**config.mk**
```make
export PLATFORM = sky130hd
export DESIGN_NAME = ex_mem_buf
export DESIGN_NICKNAME = d
export VERILOG_FILES = /design/src/rtl/ex_mem_buf_pkg.sv /design/src/rtl/ex_mem_buf_pipe_slot.sv /design/src/rtl/ex_mem_buf.sv
export SDC_FILE = /design/constraint.sdc
export NUM_CORES = 1
export LEC_CHECK = 0
export CAP_MARGIN = 0
export CELL_PAD_IN_SITES_DETAIL_PLACEMENT = 1
export CELL_PAD_IN_SITES_GLOBAL_PLACEMENT = 1
export CORE_MARGIN = 4
export CORE_UTILIZATION = 30
export DETAILED_ROUTE_END_ITERATION = 8
export PLACE_DENSITY_LB_ADDON = 0.15
export SLEW_MARGIN = 10
export SYNTH_ARGS = -nofsm -noshare
export SYNTH_HDL_FRONTEND = slang
export SYNTH_SLANG_ARGS = --single-unit
```
**constraint.sdc**
```tcl
create_clock -name clk -period 2.8 [get_ports clk]
set_input_delay 0.56 -clock clk [delete_from_list [all_inputs] [get_ports clk]]
set_output_delay 0.56 -clock clk [all_outputs]
set_load 0.05 [all_outputs]
```
**src/rtl/ex_mem_buf_pkg.sv**
```systemverilog
// Shared constants and control encodings for the EX/MEM elastic buffer.
// Latency: n/a (declarations only). Backpressure: n/a.
package ex_mem_buf_pkg;

    localparam int RegBus        = 32;
    localparam int RegAddrBus    = 5;
    localparam int ExMemPerfCntW = 32;

    localparam logic [RegBus-1:0] ZeroWord = '0;

    typedef enum logic [1:0] {
        SLOT_HOLD  = 2'd0,
        SLOT_LOAD  = 2'd1,
        SLOT_CLEAR = 2'd2
    } slot_op_e;

    typedef enum logic {
        SRC_INPUT = 1'b0,
        SRC_SKID  = 1'b1
    } out_src_e;

    // Saturating increment used by the optional stall counter.
    function automatic logic [ExMemPerfCntW-1:0] sat_inc(input logic [ExMemPerfCntW-1:0] v);
        return (v == '1) ? v : v + ExMemPerfCntW'(1);
    endfunction

endpackage

```
**src/rtl/ex_mem_buf_pipe_slot.sv**
```systemverilog
// One pipeline slot: valid bit plus payload register with load/clear.
// Latency: 1 cycle from load to q. Backpressure: none, the owner decides when to load.
module ex_mem_buf_pipe_slot
    import ex_mem_buf_pkg::*;
#(
    parameter int W = 38
) (
    input  logic         clk,
    input  logic         rst,
    input  slot_op_e     op,
    input  logic [W-1:0] d,
    output logic         valid,
    output logic [W-1:0] q
);

    // Clear drops only the valid bit; the payload is left as-is.
    always_ff @(posedge clk) begin
        if (!rst) begin
            valid <= 1'b0;
            q     <= '0;
        end else begin
            case (op)
                SLOT_LOAD: begin
                    valid <= 1'b1;
                    q     <= d;
                end
                SLOT_CLEAR: valid <= 1'b0;
                default: ;
            endcase
        end
    end

endmodule

```
**src/rtl/ex_mem_buf.sv**
```systemverilog
// EX->MEM elastic register: output slot plus skid slot, registered ready_o, sync flush.
// Latency 1 cycle when empty, 1 entry/cycle; ready_o = ~skid_valid. Optional EX_MEM_BUF_PERF_EN adds stall_cnt_o.
module ex_mem_buf
    import ex_mem_buf_pkg::*;
#(
    parameter int DATA_W = RegBus,
    parameter int ADDR_W = RegAddrBus
) (
    input  logic              clk,
    input  logic              rst,
    input  logic              flush_i,
    input  logic              valid_i,
    output logic              ready_o,
    input  logic [DATA_W-1:0] wdata_i,
    input  logic [ADDR_W-1:0] wd_i,
    input  logic              wreg_i,
    output logic              valid_o,
    input  logic              ready_i,
    output logic [DATA_W-1:0] wdata_o,
    output logic [ADDR_W-1:0] wd_o,
    output logic              wreg_o
`ifdef EX_MEM_BUF_PERF_EN
    ,
    output logic [ExMemPerfCntW-1:0] stall_cnt_o
`endif
);

    localparam int PW = DATA_W + ADDR_W + 1;

    logic          ov;
    logic          sv;
    logic [PW-1:0] out_q;
    logic [PW-1:0] skid_q;
    logic [PW-1:0] in_pay;
    logic [PW-1:0] out_d;
    slot_op_e      out_op;
    slot_op_e      skid_op;
    out_src_e      out_src;
    logic          acc;
    logic          fire;

    assign in_pay = {wdata_i, wd_i, wreg_i};
    assign ready_o = ~sv;
    assign valid_o = ov;
    assign acc     = valid_i & ready_o;
    assign fire    = ov & ready_i;

    // Skid drains into out before any new input; acc cannot coincide since ready_o=0.
    always_comb begin
        out_op  = SLOT_HOLD;
        skid_op = SLOT_HOLD;
        out_src = SRC_INPUT;
        if (flush_i) begin
            out_op  = SLOT_CLEAR;
            skid_op = SLOT_CLEAR;
        end else if (!ov || fire) begin
            if (sv) begin
                out_op  = SLOT_LOAD;
                out_src = SRC_SKID;
                skid_op = SLOT_CLEAR;
            end else if (acc) begin
                out_op = SLOT_LOAD;
            end else begin
                out_op = SLOT_CLEAR;
            end
        end else if (acc) begin
            skid_op = SLOT_LOAD;
        end
    end

    assign out_d = (out_src == SRC_SKID) ? skid_q : in_pay;

    ex_mem_buf_pipe_slot #(.W(PW)) u_out (
        .clk   (clk),
        .rst   (rst),
        .op    (out_op),
        .d     (out_d),
        .valid (ov),
        .q     (out_q)
    );

    ex_mem_buf_pipe_slot #(.W(PW)) u_skid (
        .clk   (clk),
        .rst   (rst),
        .op    (skid_op),
        .d     (in_pay),
        .valid (sv),
        .q     (skid_q)
    );

    assign wdata_o = out_q[PW-1 -: DATA_W];
    assign wd_o    = out_q[ADDR_W:1];
    assign wreg_o  = out_q[0] & ov;

`ifdef EX_MEM_BUF_PERF_EN
    logic [ExMemPerfCntW-1:0] stall_cnt_q;

    // Flush deliberately does not clear the counter.
    always_ff @(posedge clk) begin
        if (!rst) begin
            stall_cnt_q <= '0;
        end else if (ov && !ready_i) begin
            stall_cnt_q <= sat_inc(stall_cnt_q);
        end
    end

    assign stall_cnt_o = stall_cnt_q;
`endif

endmodule

```
==> metrics.md <==
| Metric | Value |
|---|---|
| Status | finished, final reports clean |
| Unrepaired setup endpoints after global routing | no |
| Largest net degree at the start of global routing | 55 |
| Htree depth | 3 |
| Clock network power share | between 30% and 40% |
| Top_reg_cell synth | dfxtp_1 |
| Mapped cell area | 3610 um^2 |
| Critical-path maximum fanout | 5 |
| Detail Route Antenna Nets | 0 |
| Slew Viols, Final | 0 |
| Synthesized flop and latch total | a little under 80 |
| Router iterations before antenna repair | 4 |
| Internal Pwr Total | about 1.9 mW |
| Mapped Avg Cell Area | roughly 8.9 um^2 |
| Antenna diode count | 0 |
| Initial antenna violation count | 0 |
| Initial Util | 31.1% |
| Cts repair resizes | 0 |
| Share of cells above drive strength 1 | under 10% |
| Worst-path clk slew | around 60 ps |
| Gr usage total | between 10% and 20% |
| Max clock buf depth | 2 |
| DP HPWL | between 6000 and 7000 um |
| Die Ht | approximately 120 um |
| Post-route insts no fill | between 500 and 600 |
| Root Driver | clkbuf_16 |
| Worst Hold Launch | u_skid.q[3]$_SDFFE_PN0N_ |
| Cell Chain, Critical Path | and2_1 > clkdlybuf4s50_1 |
| Critical path capture point type | output pin |
| Total CTS buffers | 9 |
| Min Tclk post-route | between 2000 and 2500 ps |
| Hold Path Class | register to register |
| Vias per Instance | 5.09 |
| Leading cell type in the layout, fill and taps excluded | clkdlybuf4s50_1 |
| Required @ worst endpoint | ~2200 ps |
| Critical Path Start Type | register |
| Slew HR | ~65% |
| Power per cell area | around 580 nW/um^2 |
| Synth unique cells | 22 |
| CP delay by family, top | buffers and inverters |
| Reg2Reg Capture Point | u_out.q[9]$_SDFFE_PN0N_ |
| Layout area overhead | 26.1% |
| Post-synth EDFFs | 0 |
| Maxcap violations | 0 |
| Period utilization | around 80% |
| Critical Path Max Stage Delay | 790 ps |
| Flop pwr share | between 40 and 50% |
| Async S/R FF share, synth | 0% |
| Routed len/inst | around 17 um |
| Dpl ws | between 200 and 300 ps |
| Layout Utilization | 39.2% |
| Detailed-route via count | roughly 3000 |
| Net Sw Frac | a little over a quarter |
| Fin. Hold Viols | 0 |
| Initial drt markers | between 100 and 150 |
| Die ar. | approximately 14000 um^2 |
| DP Cell Count | ~570 |
| Gpl congestion | roughly 0.73 |
| CTS Sinks | just under 80 |
| Final setup fails | 0 |
| Post-CTS Hold Buffers | 0 |
| Row count | 39 |
| Number of global-route vias before repair | approximately 3200 |
| Slowest CP cell | clkdlybuf4s50_1 |
| Flop-to-flop setup slack | between 900 and 1000 ps |
| Layout Nets | slightly below 500 |
| Lkg Pwr | between 1 and 1.5 nW |
| IO buf count | between 80 and 90 |
| Most frequent cells in the layout | clkdlybuf4s50_1, dfxtp_1, o21ai_0 |
| TritonCTS clock tree | yes |
| Fmax | about 440 MHz |
| Post-synthesis sequential area ratio | between 40% and 50% |
| Post-route setup TNS | 0 ps |
| Reg-to-reg startpoint | u_out.valid$_SDFFE_PN0P_ |
| Final Hold Slack | 481 ps |
| GR Overflow Total | 0 |
| Comb power frac | approximately 16% |
| Core Region | approximately 12000 um^2 |
| Remaining DRCs | 0 |
| Setup ws final | approximately 510 ps |
| Kind of critical path | register to output pin |
| Post-Synthesis Cells | approximately 410 |
| Post-Route WL | 9980 um |
| Insertion delay to the later sink of the worst-skew pair | between 300 and 400 ps |
| Switching pwr | 716 uW |
| Post-CTS Setup Bufs | 0 |
| Syn nets | around 450 |
| Ys Warns | 0 |
| Register-to-Register Path Depth | 6 |
| Hold depth | 2 |
| Hold Path Sink | u_out.q[3]$_SDFFE_PN0N_ |
| CP Data Arrival Time | between 1500 and 2000 ps |
| Die Wd | ~120 um |
| Measured slew at the worst slew-check pin | about 520 ps |
| First-pass GRT wire length | about 17000 um |
| I/O Pins | 83 |
| CP bufs+invs | 1 |
| Max VDD drop | approximately 0.00024 V |
| Clock Skews | approximately 5.2 ps |
[synth_stat cells, types with 3 or more instances]
cell	n	share of area, %
buf_2	6	0.83
nand3_1	38	5.3
clkbuf_1	20	2.1
buf_1	3	0.31
dfxtp_1	78	43
mux2i_1	38	11
o21ai_0	48	6.7
nor2b_1	38	6.6
o21ai_1	30	4.2
inv_1	5	0.52
ha_1	4	1.4
a31oi_1	38	6.6
buf_4	42	8.7
and2_1	3	0.52
[per-layer routing]
metal / track usage, % / vias up / routed length, um
met1: 18.9 / 1446 / 4990
met4: 3.81 / 0 / 91
met2: 24.0 / 62 / 4510
met3: 4.52 / 8 / 389
li1: - / 1449 / -
met5: 0 / - / 0
[power groups by stage]
stage / logic, mW / registers, mW / clock network [mW]
after detailed placement: 0.437 / 1.20 / 0
after CTS: 0.438 / 1.17 / 1.07
after global routing: 0.462 / 1.18 / 1.13
after global placement: 0.430 / 1.19 / 0
after floorplan: 0.290 / 1.19 / 0
final: 0.432 / 1.17 / 1.04
[tightest hold or removal path: cells and delay by family, from the launching register on]
family	cells	cell delay (ps)
simple gates	1	60
compound gates	1	70
flops	1	310
[worst max-delay path by stage]
stage / from / to / slack (ps) / cells after the start
after floorplan: u_out.valid$_SDFFE_PN0P_ / u_skid.q[27]$_SDFFE_PN0N_ / 550 / 9
after global placement: ready_i / u_skid.q[14]$_SDFFE_PN0N_ / 350 / 8
after detailed placement: ready_i / u_out.q[9]$_SDFFE_PN0N_ / 260 / 7
after CTS: u_out.valid$_SDFFE_PN0P_ / wreg_o / 500 / 2
after global routing: u_out.valid$_SDFFE_PN0P_ / wreg_o / 450 / 2
final: u_out.valid$_SDFFE_PN0P_ / wreg_o / 510 / 2
[through the flow]
step | cell area (um^2) | total power, mW
after floorplan | 3610 | 1.48
after global placement | 4290 | 1.63
after detailed placement | 4290 | 1.63
after CTS | 4550 | 2.68
after global routing | 4550 | 2.77
final | 4550 | 2.64
[state kept, by name, indices dropped and copies added (netlist names)]
register and cells:
u_out.q 38, u_out.valid 1, u_skid.q 38, u_skid.valid 1
[cell families (layout without fill, tap and decap cells)]
| kind of cell | after synthesis | after routing | share of synthesized area [%] |
|---|---|---|---|
| DFF | 78 | 78 | 43.3 |
| buffers and inverters | 78 | 112 | 13.1 |
| muxes | 38 | 38 | 10.5 |
| and+or+nand+nor | 89 | 89 | 13.9 |
| adders and majority gates | 4 | 4 | 1.39 |
| AOI/OAI and AO/OA | 118 | 118 | 17.8 |
[layout make-up]
type | instances | area, um^2
Clock buffer | 12 | 246
Clock inverter | 2 | 10.0
Fill cell | 1336 | 7060
Inverter | 5 | 18.8
Multi-Input combinational cell | 249 | 1590
Sequential cell | 78 | 1560
Tap cell | 143 | 179
Timing Repair Buffer | 93 | 948
Note: power is estimated with default switching activity, not from simulation.
